### src/rtl/coherence_bus_ctrl.sv
// Dual-core memory/coherence controller: arbitrates two dcaches and two icaches
// onto one RAM port and runs dcache-to-dcache snoops (invalidate, dirty supply).
module coherence_bus_ctrl #(
    parameter int CPUS  = 2,
    parameter int ADDRW = 32
) (
    input  logic                       CLK,
    input  logic                       nRST,
    input  logic [CPUS-1:0]            iREN,
    input  logic [CPUS-1:0][ADDRW-1:0] iaddr,
    output logic [CPUS-1:0]            iwait,
    output logic [CPUS-1:0][ADDRW-1:0] iload,
    input  logic [CPUS-1:0]            dREN,
    input  logic [CPUS-1:0]            dWEN,
    input  logic [CPUS-1:0][ADDRW-1:0] daddr,
    input  logic [CPUS-1:0][ADDRW-1:0] dstore,
    output logic [CPUS-1:0]            dwait,
    output logic [CPUS-1:0][ADDRW-1:0] dload,
    input  logic [CPUS-1:0]            cctrans,
    input  logic [CPUS-1:0]            ccwrite,
    output logic [CPUS-1:0]            ccwait,
    output logic [CPUS-1:0]            ccinv,
    output logic [CPUS-1:0][ADDRW-1:0] ccsnoopaddr,
    output logic [ADDRW-1:0]           ramaddr,
    output logic [ADDRW-1:0]           ramstore,
    output logic                       ramREN,
    output logic                       ramWEN,
    input  logic [ADDRW-1:0]           ramload,
    input  logic [1:0]                 ramstate
);

    localparam logic [1:0] RAM_ACCESS = 2'd2;

    typedef enum logic [3:0] {
        IDLE, WB0, WB1, SNOOP, C2C0, C2C1, LD0, LD1, IFETCH
    } state_t;

    state_t state_q, state_d;
    logic   last_grant_q, last_grant_d;
    logic   req_q, req_d;
    logic   upg_q, upg_d;

    logic            snp;
    logic [CPUS-1:0] d_req;
    logic [CPUS-1:0] cand;
    logic            grant_core;

    // Any dcache request outranks every icache request; ties go to the core not served last.
    assign snp        = ~req_q;
    assign d_req      = (dWEN & ~cctrans) | (cctrans & (dREN | ccwrite));
    assign cand       = (d_req != '0) ? d_req : iREN;
    assign grant_core = (&cand) ? ~last_grant_q : cand[1];

    always_ff @(posedge CLK or posedge nRST) begin
        if (nRST) begin
            state_q      <= IDLE;
            last_grant_q <= 1'b1;
            req_q        <= 1'b0;
            upg_q        <= 1'b0;
        end else begin
            state_q      <= state_d;
            last_grant_q <= last_grant_d;
            req_q        <= req_d;
            upg_q        <= upg_d;
        end
    end

    always_comb begin
        state_d      = state_q;
        last_grant_d = last_grant_q;
        req_d        = req_q;
        upg_d        = upg_q;
        iwait        = '1;
        dwait        = '1;
        iload        = '0;
        dload        = '0;
        ccwait       = '0;
        ccinv        = '0;
        ccsnoopaddr  = '0;
        ramaddr      = '0;
        ramstore     = '0;
        ramREN       = 1'b0;
        ramWEN       = 1'b0;

        case (state_q)
            IDLE: begin
                if (cand != '0) begin
                    last_grant_d = grant_core;
                    req_d        = grant_core;
                    upg_d        = 1'b0;
                    if (d_req != '0) begin
                        if (dWEN[grant_core] && !cctrans[grant_core]) begin
                            state_d = WB0;
                        end else begin
                            state_d = SNOOP;
                            upg_d   = !dREN[grant_core];
                        end
                    end else begin
                        state_d = IFETCH;
                    end
                end
            end
            WB0, WB1: begin
                ramWEN   = 1'b1;
                ramaddr  = daddr[req_q];
                ramstore = dstore[req_q];
                if (ramstate == RAM_ACCESS) begin
                    dwait[req_q] = 1'b0;
                    state_d      = (state_q == WB0) ? WB1 : IDLE;
                end
            end
            SNOOP: begin
                ccwait[snp]      = 1'b1;
                ccsnoopaddr[snp] = daddr[req_q];
                ccinv[snp]       = ccwrite[req_q];
                if (cctrans[snp]) begin
                    if (upg_q) begin
                        dwait[req_q] = 1'b0;
                        state_d      = IDLE;
                    end else if (ccwrite[snp]) begin
                        state_d = C2C0;
                    end else begin
                        state_d = LD0;
                    end
                end
            end
            // Dirty supplier feeds the requester and RAM in the same beat so memory stays coherent.
            C2C0, C2C1: begin
                ccwait[snp]  = 1'b1;
                ramWEN       = 1'b1;
                ramaddr      = daddr[snp];
                ramstore     = dstore[snp];
                dload[req_q] = dstore[snp];
                if (ramstate == RAM_ACCESS) begin
                    dwait[req_q] = 1'b0;
                    dwait[snp]   = 1'b0;
                    state_d      = (state_q == C2C0) ? C2C1 : IDLE;
                end
            end
            LD0, LD1: begin
                ramREN       = 1'b1;
                ramaddr      = daddr[req_q];
                dload[req_q] = ramload;
                if (ramstate == RAM_ACCESS) begin
                    dwait[req_q] = 1'b0;
                    state_d      = (state_q == LD0) ? LD1 : IDLE;
                end
            end
            IFETCH: begin
                ramREN       = 1'b1;
                ramaddr      = iaddr[req_q];
                iload[req_q] = ramload;
                if (ramstate == RAM_ACCESS) begin
                    iwait[req_q] = 1'b0;
                    state_d      = IDLE;
                end
            end
            default: state_d = IDLE;
        endcase
    end

endmodule

### config.mk
export PLATFORM = sky130hd
export DESIGN_NAME = coherence_bus_ctrl
export DESIGN_NICKNAME = d
export VERILOG_FILES = /design/src/rtl/coherence_bus_ctrl.sv
export SDC_FILE = /design/constraint.sdc
export NUM_CORES = 1
export LEC_CHECK = 0
export CORE_AREA = 3 3 196 198
export DETAILED_ROUTE_END_ITERATION = 8
export DIE_AREA = 0 0 199 201
export GPL_ROUTABILITY_DRIVEN = 0
export PLACE_DENSITY = 0.53
export SLEW_MARGIN = 20
export SYNTH_ARGS = -nofsm -noshare
export SYNTH_HDL_FRONTEND = slang
export SYNTH_SLANG_ARGS = --single-unit
### constraint.sdc
create_clock -name CLK -period 3.1 [get_ports CLK]
set_input_delay 0.93 -clock CLK [delete_from_list [all_inputs] [get_ports CLK]]
set_output_delay 0.93 -clock CLK [all_outputs]
set_load 0.02 [all_outputs]
[Word-level counts from Yosys, hierarchy flattened]
Index checks and enable logic that the tools add are counted.
Storage, ports and cells
  register bits: 7
  input port bits: 238
  output and inout bits: 266
  word-level logic and storage cells: 119
Cells by class
  order comparisons: 5
  eq/ne operators: 15
  muxes and demuxes: 63
  bitwise gates (word level): 14
  reductions and logical operators: 18
Operator list (number)
  2-to-1 mux 32 bit: 12
  bitwise AND 64 bit: 3
  2-to-1 mux 64 bit: 2
  one-hot mux 64 bit (2 select lines): 1
  one-hot mux 32 bit (3 select lines): 1
  demux 32 bit (select 1 bit): 2
  one-hot mux 32 bit (2 select lines): 1
  2-to-1 mux 4 bit: 7
  one-hot mux 4 bit (6 select lines): 1
  2-to-1 mux 2 bit: 11
  2-to-1 mux 1 bit: 19
  equality test 4 x 3 -> 1 bit (second input constant): 4
  != test 2 bit (second input constant): 6
  2-to-1 mux 3 bit: 3
  bitwise AND 2 bit: 4
  equality test 4 x 2 -> 1 bit (second input constant): 2
  OR reduction 4 bit: 2
  less-than comparator 1 x 2 -> 1 bit (second input constant): 3
  NOT 2 bit: 3
  one-hot mux 2 bit (3 select lines): 1
  AND reduction 6 bit: 1
  OR reduction 2 bit: 3
  OR reduction 3 bit: 2
  equality test 4 x 1 -> 1 bit (second input constant): 1
  other kinds (11): 20

[Depth between registers and ports, before layout]
  depth after elaboration: 15
  mapped depth: 7
  mapped depth without buffers: 5

[Worst setup path before layout]
Ideal clock, no wire load.
  path kind: input -> output
  start: input port ramstate[0]
  end: output port dwait[1]
  arrival: 1.734 ns
  required time: 2.170 ns
  slack: 0.436 ns
  cell stages on the path: 4
  path buffers: 0
  cell sequence: nand2b_1 o21ai_0 a21oi_1 or3_1
On the way
  cells in the longest elaborated chain, start to end: 3
  elaborated cells between the ends (all ways): 4
  classes of those cells: eq/ne: 1; mux: 3
RTL lines
  from (decl): RTL line 29  | input logic [1:0] ramstate
  equality test 2 bit *: RTL line 107, 134, 144
  2-to-1 mux 2 bit, on equally long branches: RTL line 107, 144, 134
  one-hot mux 2 bit (3 select lines) *: RTL line 85  | case (state_q)
  to (decl): RTL line 17  | output logic [CPUS-1:0] dwait,
Every way passes the cells marked *; elsewhere a longest branch is shown, timed or not.

[Final worst setup path]
  start: register state_q[1]
  end: output port ramaddr[21]
On the way
  cells in the longest elaborated chain, start to end: 3
  elaborated cells between the ends (all ways): 10
  classes of those cells: eq/ne: 7; mux: 1; reduce/logical: 2
RTL lines
  from (decl): RTL line 38  | state_t state_q, state_d;
  from (signal assigned): RTL line 61  | state_q <= state_d;
  equality test 4 x 1 -> 1 bit (tied with other cells): RTL line 85
  OR reduction 4 bit (no source line) / OR reduction 2 bit (equally long branches)
  one-hot mux 32 bit (3 select lines) *: RTL line 85
  to (decl): RTL line 24  | output logic [ADDRW-1:0] ramaddr,
Marked as above.

==> impl_metrics.toml <==
[sta]
tightest_slew_ns = 0.565
period_minus_slack_ns = 3.22
slew_violations = 0
setup-violations-final = 19
rsz0062_at_grt = "yes"
fin_skew_ns = 0.000382
post-route-period-util = 1.04
max_freq_mhz = 311
max_slew_margin = 0.620
final_hold_viol_count = 0
layout_setup_ws_ns = -0.115

[power_and_ir_drop]
p_total_mw = 9.55
vdd_drop_max_uv = 474
p_per_area_nw_per_um2 = 844
p_leak_nw = 5.32

[clock_tree]
cts_hold_buf = 0
cts_sinks = 7
cts_buffer_depth = 2
clkLatencyLatePin_ns = 0.23
cts-htree-levels = 1
clkTransAtPathRegs_ns = 0.04
clock-root-buffer = "clkbuf_16"
cts_buffers = 3
cts_tree = "done"

[worst_hold_path]
hp-start = "last_grant_q$_DFFE_PP1P_"
min_path_cells = 1
hold_end = "last_grant_q$_DFFE_PP1P_"
hp-class = "flop to flop"

[die]
io_pins = 504
coreArea_um2 = 36700
start_util = 0.112
dieArea_um2 = 40000
die_w_um = 199
rows = 70
die_y_um = 201

[status]
status = "complete, but fails checks"
violations = "setup timing"

[finish]
final_cell_mix = "232 x clkdlybuf4s50_1, 144 x buf_4, 105 x dlygate4sd2_1, 72 x clkbuf_2, 66 x and2_1"
fin_util = 0.308
nNetsFinal = 1446
syn2layout_area_growth_pct = 176
antenna_cells = 0
mostFrequentLayoutCell = "clkdlybuf4s50_1"
layout-drive-gt1-share = 0.350

[worst_setup_path]
cp_max_fo = 8
rr_startpoint = "req_q$_DFFE_PP0P_"
required_ns = 2.17
r2r-end = "state_q[1]$_DFFE_PP0P_"
r2r_setup_slack_ns = 1.07
worst-setup-path-type = "flop to output port"
critPathCaptureType = "output port"
worstRegToRegCells = 7
start_kind = "flop"
cp.arrival_ns = 2.29

[synth]
synth_cells = 598
seq_area_frac_synth = 0.0430
synth_area_per_cell_um2 = 6.86
syn_nets = 836
synth_edf_count = 0
ys_types = 50
syn-cell-area_um2 = 4100
synth_ff_type = "dfrtp_1"
ys_seq_elements = 7
async_flop_share = 1.00
ys_warn_count = 0

[flow_run]
cap_violations = 0

[drt]
antenna_left = 0
drt_iter0_markers = 501
num_vias = 7909
vias_per_cell = 4.72
drcViolationCount = 0
wl_per_cell_um = 22.9
routed_wl_um = 38400
first_pass_iters = 5

[grt]
grt_use_total = 0.171
grt_max_degree = 69
antenna_found_initial = 0
grt_pass1_vias = 7916
grt_overflow = 0
grt_pass1_wl_um = 52700

[place]
dp_hpwl_um = 28600
portBuffers = 503
## worst max-delay path: stages (launching register included)
cell	delay (ns)
dfrtp_2	0.44
buf_12	0.14
nor4b_4	0.29
buf_6	0.19
buf_6	0.10
and2_4	0.15
buf_12	0.13
buf_8	0.12
nand2_2	0.05
o21ai_1	0.08
a221o_1	0.22
buf_12	0.15
## repair_timing
item                       4_1_cts  5_1_grt
pin swaps                       19       24
setup endpoints to repair      253      121
gates resized for setup        457      261
cloned                           3        4
buffers inserted                25       13
## where the power goes
group	switching [mW]	internal (mW)	leakage, nW	total (mW)
clock	0.0463	0.171	0.0382	0.217
combinational	5.04	4.09	5.20	9.13
sequential	0.0557	0.146	0.0806	0.202
## synth_stat cells (6+ instances only)
cell      count  area (um^2)
a22o_1       64          561
and3_1       64          400
nand2b_1      7         43.8
nor2_1       43          161
a221oi_1     64          561
and2_1       68          425
clkbuf_1     31          116
o21ai_1      32          160
dfrtp_1       6          150
a22oi_1      32          240
buf_2        35          175
a221o_1      32          320
nand2_1      42          158
## metrics by stage
step                      setup TNS [ns]  cell area, um^2  instances  setup slack [ns]  hold WS, ns
final                             -0.798            11300       1675            -0.115        0.527
after detailed placement          -24.73            10700       1631            -0.658        0.521
after CTS                          -1.95            11100       1663            -0.157        0.526
after floorplan                        0             4100        598             0.436        0.472
after global routing               -3.51            11300       1675            -0.212        0.538
after global placement            -27.09            10700       1631            -0.706        0.519
## how the worst max path moves through the flow
stage,startpoint,endpoint,slack (ns),cells after the start
final,state_q[1]$_DFFE_PP0P_,ramaddr[21],-0.12,11
after detailed placement,ramstate[0],dwait[1],-0.66,6
after global placement,ramstate[0],dwait[1],-0.71,6
after CTS,state_q[0]$_DFFE_PP0P_,ramaddr[18],-0.16,11
after floorplan,ramstate[0],dwait[1],0.44,4
after global routing,state_q[1]$_DFFE_PP0P_,ramaddr[21],-0.21,11
## flip-flops by register name, indices dropped and copies added (netlist names)
register	flops
req_q	1
last_grant_q	1
upg_q	1
state_q	4
## area by class of cell
cell class / count / area [um^2]
multi-input combinational: 511 / 4020
timing repair buffer: 682 / 6440
sequential: 7 / 185
tap: 468 / 586
inverter: 3 / 12.5
fill: 3950 / 25400
clock buffer: 4 / 78.8
## layer usage
layer	global-route usage	part of all wire
met1	0.211	0.40
met2	0.302	0.49
met3	0.0349	0.087
met4	0.0429	0.029
met5	0	0
## logic make-up after synthesis
family	share of synthesized area
flops	0.0430
xor+xnor	0.00824
mux	0.00793
compound gates	0.502
simple gates	0.343
buf+inv	0.0958
(Power assumes the default switching activity.)
